## config.mk

```make
export PLATFORM = sky130hd
export DESIGN_NAME = decoder_2_4_hold_flat
export DESIGN_NICKNAME = d
export VERILOG_FILES = /design/src/rtl/decoder_2_4_hold_if.sv /design/src/rtl/decoder_2_4_hold.sv /design/src/flat_wrapper.sv
export SDC_FILE = /design/constraint.sdc
export NUM_CORES = 1
export LEC_CHECK = 0
export ABC_AREA = 1
export BUFFER_PORTS_ARGS = -buffer_cell sky130_fd_sc_hd__buf_2
export CAP_MARGIN = 0
export CORE_UTILIZATION = 25
export CTS_CLUSTER_SIZE = 30
export DETAILED_ROUTE_END_ITERATION = 8
export PLACE_DENSITY = 0.5
export SYNTH_ARGS = -nofsm -noshare
export SYNTH_HDL_FRONTEND = slang
export SYNTH_SLANG_ARGS = --single-unit
```

## constraint.sdc

```tcl
create_clock -name clk -period 2 [get_ports clk]
set_input_delay 0.1 -clock clk [delete_from_list [all_inputs] [get_ports clk]]
set_output_delay 0.1 -clock clk [all_outputs]
set_load 0.02 [all_outputs]
```

## src/rtl/decoder_2_4_hold_if.sv

```systemverilog
// Request/strobe bundle between the upstream encoder side (master) and decoder_2_4_hold (slave).
// DEC_STICKY_EN adds the sticky-line clear input and the sticky observation output.
interface decoder_2_4_hold_if;
  logic       EIN;
  logic [1:0] in;
  logic       ready;
  logic [3:0] out;
  logic       EOUT;
  logic       done;
`ifdef DEC_STICKY_EN
  logic       clr_sticky;
  logic [3:0] sticky;

  modport master (
    output EIN, in, clr_sticky,
    input  ready, out, EOUT, done, sticky
  );

  modport slave (
    input  EIN, in, clr_sticky,
    output ready, out, EOUT, done, sticky
  );
`else
  modport master (
    output EIN, in,
    input  ready, out, EOUT, done
  );

  modport slave (
    input  EIN, in,
    output ready, out, EOUT, done
  );
`endif
endinterface

```

## src/rtl/decoder_2_4_hold.sv

```systemverilog
// Registered 2-to-4 decoder that holds each accepted one-hot line for HOLD cycles.
// Optional feature macro: DEC_STICKY_EN (sticky record of every line decoded since clear/reset).
module decoder_2_4_hold #(
  parameter int HOLD = 4
) (
  input  logic              clk,
  input  logic              rst_n,
  decoder_2_4_hold_if.slave bus
);

  generate
    if ((HOLD < 1) || (HOLD > 255)) begin : g_bad_hold
      $error("decoder_2_4_hold: HOLD must be in 1..255");
    end
  endgenerate

  localparam logic [7:0] HOLD_M1     = 8'(HOLD - 1);
  localparam bit         SINGLE_HOLD = (HOLD == 1);

  typedef enum logic {
    ST_IDLE,
    ST_HOLD
  } state_t;

  state_t     state;
  logic [7:0] cnt;
  logic       accept;
  logic [3:0] line;

  // ready is a registered flag, so acceptance never depends combinationally on EIN via ready.
  assign accept = bus.EIN & bus.ready;
  assign line   = 4'b0001 << bus.in;

  // NOTE: synchronous reset lives inside the clocked block and all state uses non-blocking
  // assignments so every register samples the same pre-edge values.
  always_ff @(posedge clk) begin
    if (!rst_n) begin
      state     <= ST_IDLE;
      cnt       <= '0;
      bus.out   <= '0;
      bus.EOUT  <= 1'b0;
      bus.ready <= 1'b1;
      bus.done  <= 1'b0;
    end else if (accept) begin
      // Accept is only possible when idle or in the final hold cycle, so this covers back-to-back.
      state     <= ST_HOLD;
      cnt       <= HOLD_M1;
      bus.out   <= line;
      bus.EOUT  <= 1'b1;
      bus.ready <= SINGLE_HOLD;
      bus.done  <= SINGLE_HOLD;
    end else if (state == ST_HOLD) begin
      if (cnt != 8'd0) begin
        cnt       <= cnt - 8'd1;
        bus.ready <= (cnt == 8'd1);
        bus.done  <= (cnt == 8'd1);
      end else begin
        state     <= ST_IDLE;
        bus.out   <= '0;
        bus.EOUT  <= 1'b0;
        bus.ready <= 1'b1;
        bus.done  <= 1'b0;
      end
    end
  end

`ifdef DEC_STICKY_EN
  always_ff @(posedge clk) begin
    if (!rst_n) begin
      bus.sticky <= '0;
    end else if (bus.clr_sticky) begin
      bus.sticky <= accept ? line : 4'b0000;
    end else if (accept) begin
      bus.sticky <= bus.sticky | line;
    end
  end
`endif

endmodule

```

## src/flat_wrapper.sv

```systemverilog
// flat-port wrapper written by rule: the top's interface ports become plain ports
module decoder_2_4_hold_flat 
#(
  parameter int HOLD = 4
)
  (clk, rst_n, bus_EIN, bus_in, bus_ready, bus_out, bus_EOUT, bus_done);
  decoder_2_4_hold_if bus_i ();
  input  logic clk;
  input  logic rst_n;
  input wire logic [$bits(bus_i.EIN)-1:0] bus_EIN;
  input wire logic [$bits(bus_i.in)-1:0] bus_in;
  output wire logic [$bits(bus_i.ready)-1:0] bus_ready;
  output wire logic [$bits(bus_i.out)-1:0] bus_out;
  output wire logic [$bits(bus_i.EOUT)-1:0] bus_EOUT;
  output wire logic [$bits(bus_i.done)-1:0] bus_done;
  assign bus_i.EIN = bus_EIN;
  assign bus_i.in = bus_in;
  assign bus_ready = bus_i.ready;
  assign bus_out = bus_i.out;
  assign bus_EOUT = bus_i.EOUT;
  assign bus_done = bus_i.done;
  decoder_2_4_hold #(.HOLD(HOLD)) u_core (.clk(clk), .rst_n(rst_n), .bus(bus_i));
endmodule
```

==> results.py <==
metrics = {
    "synthesis": {
        "synth.avg_cell_area_sq_um": 6.84,
        "ys_seq_area_share_pct": 40.0,
        "ys_warn_count": 0,
        "synth_cells": 117,
        "syn_nets": 125,
        "synth_area_sq_um": 801,
        "synth_seq_cells": 16,
        "yosys.cell_types.count": 15,
    },
    "timing": {
        "fin_crit_ps": 1380,
        "worst_pin_slew_ps": 364,
        "finClkSkew_ps": 0.542,
        "slew_headroom_pct": 75.7,
        "finalMaxSlewViolations": 0,
        "clock.fmax_mhz": 727,
        "fin_crit_sh_pct": 68.8,
        "rsz0062_at_grt": "no",
        "hold_viol": 0,
        "finalSetupViolCount": 0,
        "fin_setup_tns_ps": 0,
    },
    "clock_tree": {
        "clockRootBuffer": "clkbuf_4",
        "cts_tree": "done",
        "cts-htree-levels": 1,
        "clock_latency_ps": 280,
        "ctsLongestPathBuffers": 2,
        "cts_resized": 0,
        "postCtsSetupBuffers": 0,
        "clock-sinks": 16,
        "cts_hold_buf": 0,
        "path_clk_slew_ps": 90,
        "numCtsBuffers": 3,
    },
    "worst_setup_path": {
        "criticalPathCategory": "flop to flop",
        "end_kind": "flop",
        "timing.critical_path.slowest_cell_delay_ps": 380,
        "cp_slowest_cell": "dfxtp_1",
        "crit_chain": "inv_1 -> ha_1 -> nand2_1 -> nor2_4 -> nor2_4 -> inv_2 -> nand2_1 -> a21oi_1",
        "crit_required_ps": 2170,
        "critPathLaunchType": "flop",
        "crit_fanout": 8,
        "critical_path_arrival_ps": 1540,
    },
    "die": {
        "ios": 12,
        "core_area_sq_mm": 0.00305,
        "die_h_microns": 58.6,
        "rows": 20,
        "initial_core_util_pct": 26.2,
        "die_area_sq_mm": 0.00343,
        "die_x_microns": 58.6,
    },
    "route": {
        "drt-pass1-iter-count": 4,
        "routedWlPerCell_microns": 9.61,
        "routed_wl_mm": 1.67,
        "postRouteAntennaNets": 0,
        "vias": 745,
        "drt-initial-drc-count": 16,
        "detail_route.vias_per_cell": 4.28,
        "drc": 0,
    },
    "cells_and_area": {
        "regArea_sq_um": 320,
        "multi_input_area_sq_um": 427,
        "fin_nets": 140,
        "fin_cells": 174,
        "area_growth_pct": 15.9,
        "antenna_cells": 0,
        "final_cell_mix": "nand2_1 (34), dfxtp_1 (16), a21oi_1 (14), nand3_1 (13), inv_1 (12)",
        "drive_above_1_share_pct": 14.6,
        "fill_cells": 347,
        "layout_commonest_cell": "nand2_1",
    },
    "worst_hold_path": {
        "hold_class": "input port to flop",
    },
    "global_route": {
        "overflow": 0,
        "grt_pass1_vias": 752,
        "grt_antenna_before_repair": 0,
        "grt_pass1_wl_mm": 3.15,
        "grt_usage_pct": 11.9,
        "grt_max_degree": 13,
    },
    "power": {
        "p_per_area_mw_per_mm2": 1210,
        "ir_drop_uv": 520,
        "leakage_nw": 0.398,
    },
    "run_status": {
        "status": "completed",
    },
    "flow_run": {
        "cap_violations": 0,
    },
    "placed_design": {
        "dp_hpwl_mm": 1.30,
        "port_buffers": 11,
        "globalplace.congestion": 0.809,
        "placedCellCount": 171,
    },
}
logic make-up (layout without fill, tap and decap cells):
logic type                 count (synthesis)  in the layout  share of synthesized area, %
and+or+nand+nor                           64             64                          35.2
buffers and inverters                     14             27                          6.72
adders and majority gates                  3              3                          4.69
xor gates and xnor gates                   2              2                          2.19
AOI/OAI and AO/OA                         18             18                          11.3
DFF                                       16             16                          40.0
layer usage:
layer | global-route usage, % | share of wire [%] | wire (microns) | vias to the layer above
met3 | 3.96 | 3.8 | 64 | 2
met2 | 20.0 | 48 | 799 | 15
met5 | 0 | 0 | 0 | -
met4 | 2.04 | 0.66 | 11 | 0
li1 | - | - | - | 403
met1 | 15.0 | 48 | 796 | 325
Yosys cell counts:
| cell type | count | area, sq um |
|---|---|---|
| nor2_4 | 2 | 22.5 |
| nand4_1 | 2 | 12.5 |
| inv_1 | 12 | 45.0 |
| buf_2 | 1 | 5.00 |
| inv_2 | 1 | 3.75 |
| nor2_2 | 1 | 6.26 |
| nand3_1 | 13 | 65.1 |
| nand2_1 | 34 | 128 |
| a21oi_1 | 14 | 70.1 |
| ha_1 | 3 | 37.5 |
| nor2_1 | 11 | 41.3 |
| nand2_2 | 1 | 6.26 |
| o21ai_0 | 4 | 20.0 |
| dfxtp_1 | 16 | 320 |
| xnor2_1 | 2 | 17.5 |
cell type report:
type                            instances  area share [%]
Tap cell                               44            5.93
Inverter                               13            5.26
Sequential cell                        16            34.5
Multi-Input combinational cell         87            46.0
Timing Repair Buffer                   11            5.93
Clock buffer                            3            2.43
registers in the layout, summed over array words and instances (netlist names):
signal,flops
u_core.bus.EOUT,1
u_core.bus.done,1
u_core.bus.out,4
u_core.bus.ready,1
u_core.cnt,8
u_core.state,1
worst max-delay path: cells and delay by family (launching register included):
family,cells,cell delay (ps)
AND/OR/NAND/NOR,4,390
flip-flops,1,380
buffers and inverters,2,210
adder cells (fa/ha/maj),1,210
AO/OA/AOI/OAI,1,60
worst paths after layout:
check,depth (start not counted),slack (ps),startpoint,endpoint
max,8,620,u_core.cnt[0]$_SDFFE_PN0P_,u_core.cnt[6]$_SDFFE_PP0P_
min,2,50,rst_n,u_core.bus.ready$_SDFFE_PN1P_
max reg2reg,8,620,u_core.cnt[0]$_SDFFE_PN0P_,u_core.cnt[6]$_SDFFE_PP0P_
min reg2reg,2,470,u_core.bus.done$_SDFFE_PP0P_,u_core.bus.done$_SDFFE_PP0P_
power breakdown:
| group | switching (mW) | internal (mW) |
|---|---|---|
| Combinational | 0.348 | 0.201 |
| Sequential | 0.0424 | 0.368 |
| Clock | 0.0942 | 0.0699 |
| Total | 0.485 | 0.639 |
stage by stage:
step	cell area (sq um)	worst slack, ps	utilization (%)	total power, mW	hold WS (ps)
final	928	625	30.4	1.12	47.4
after global routing	928	465	30.4	1.25	31.9
after CTS	928	605	30.4	1.14	24.6
after detailed placement	906	626	29.7	0.968	325
after global placement	906	673	29.7	0.969	320
after floorplan	801	770	-	0.860	184
No activity file was read; power rests on OpenSTA's default activity.
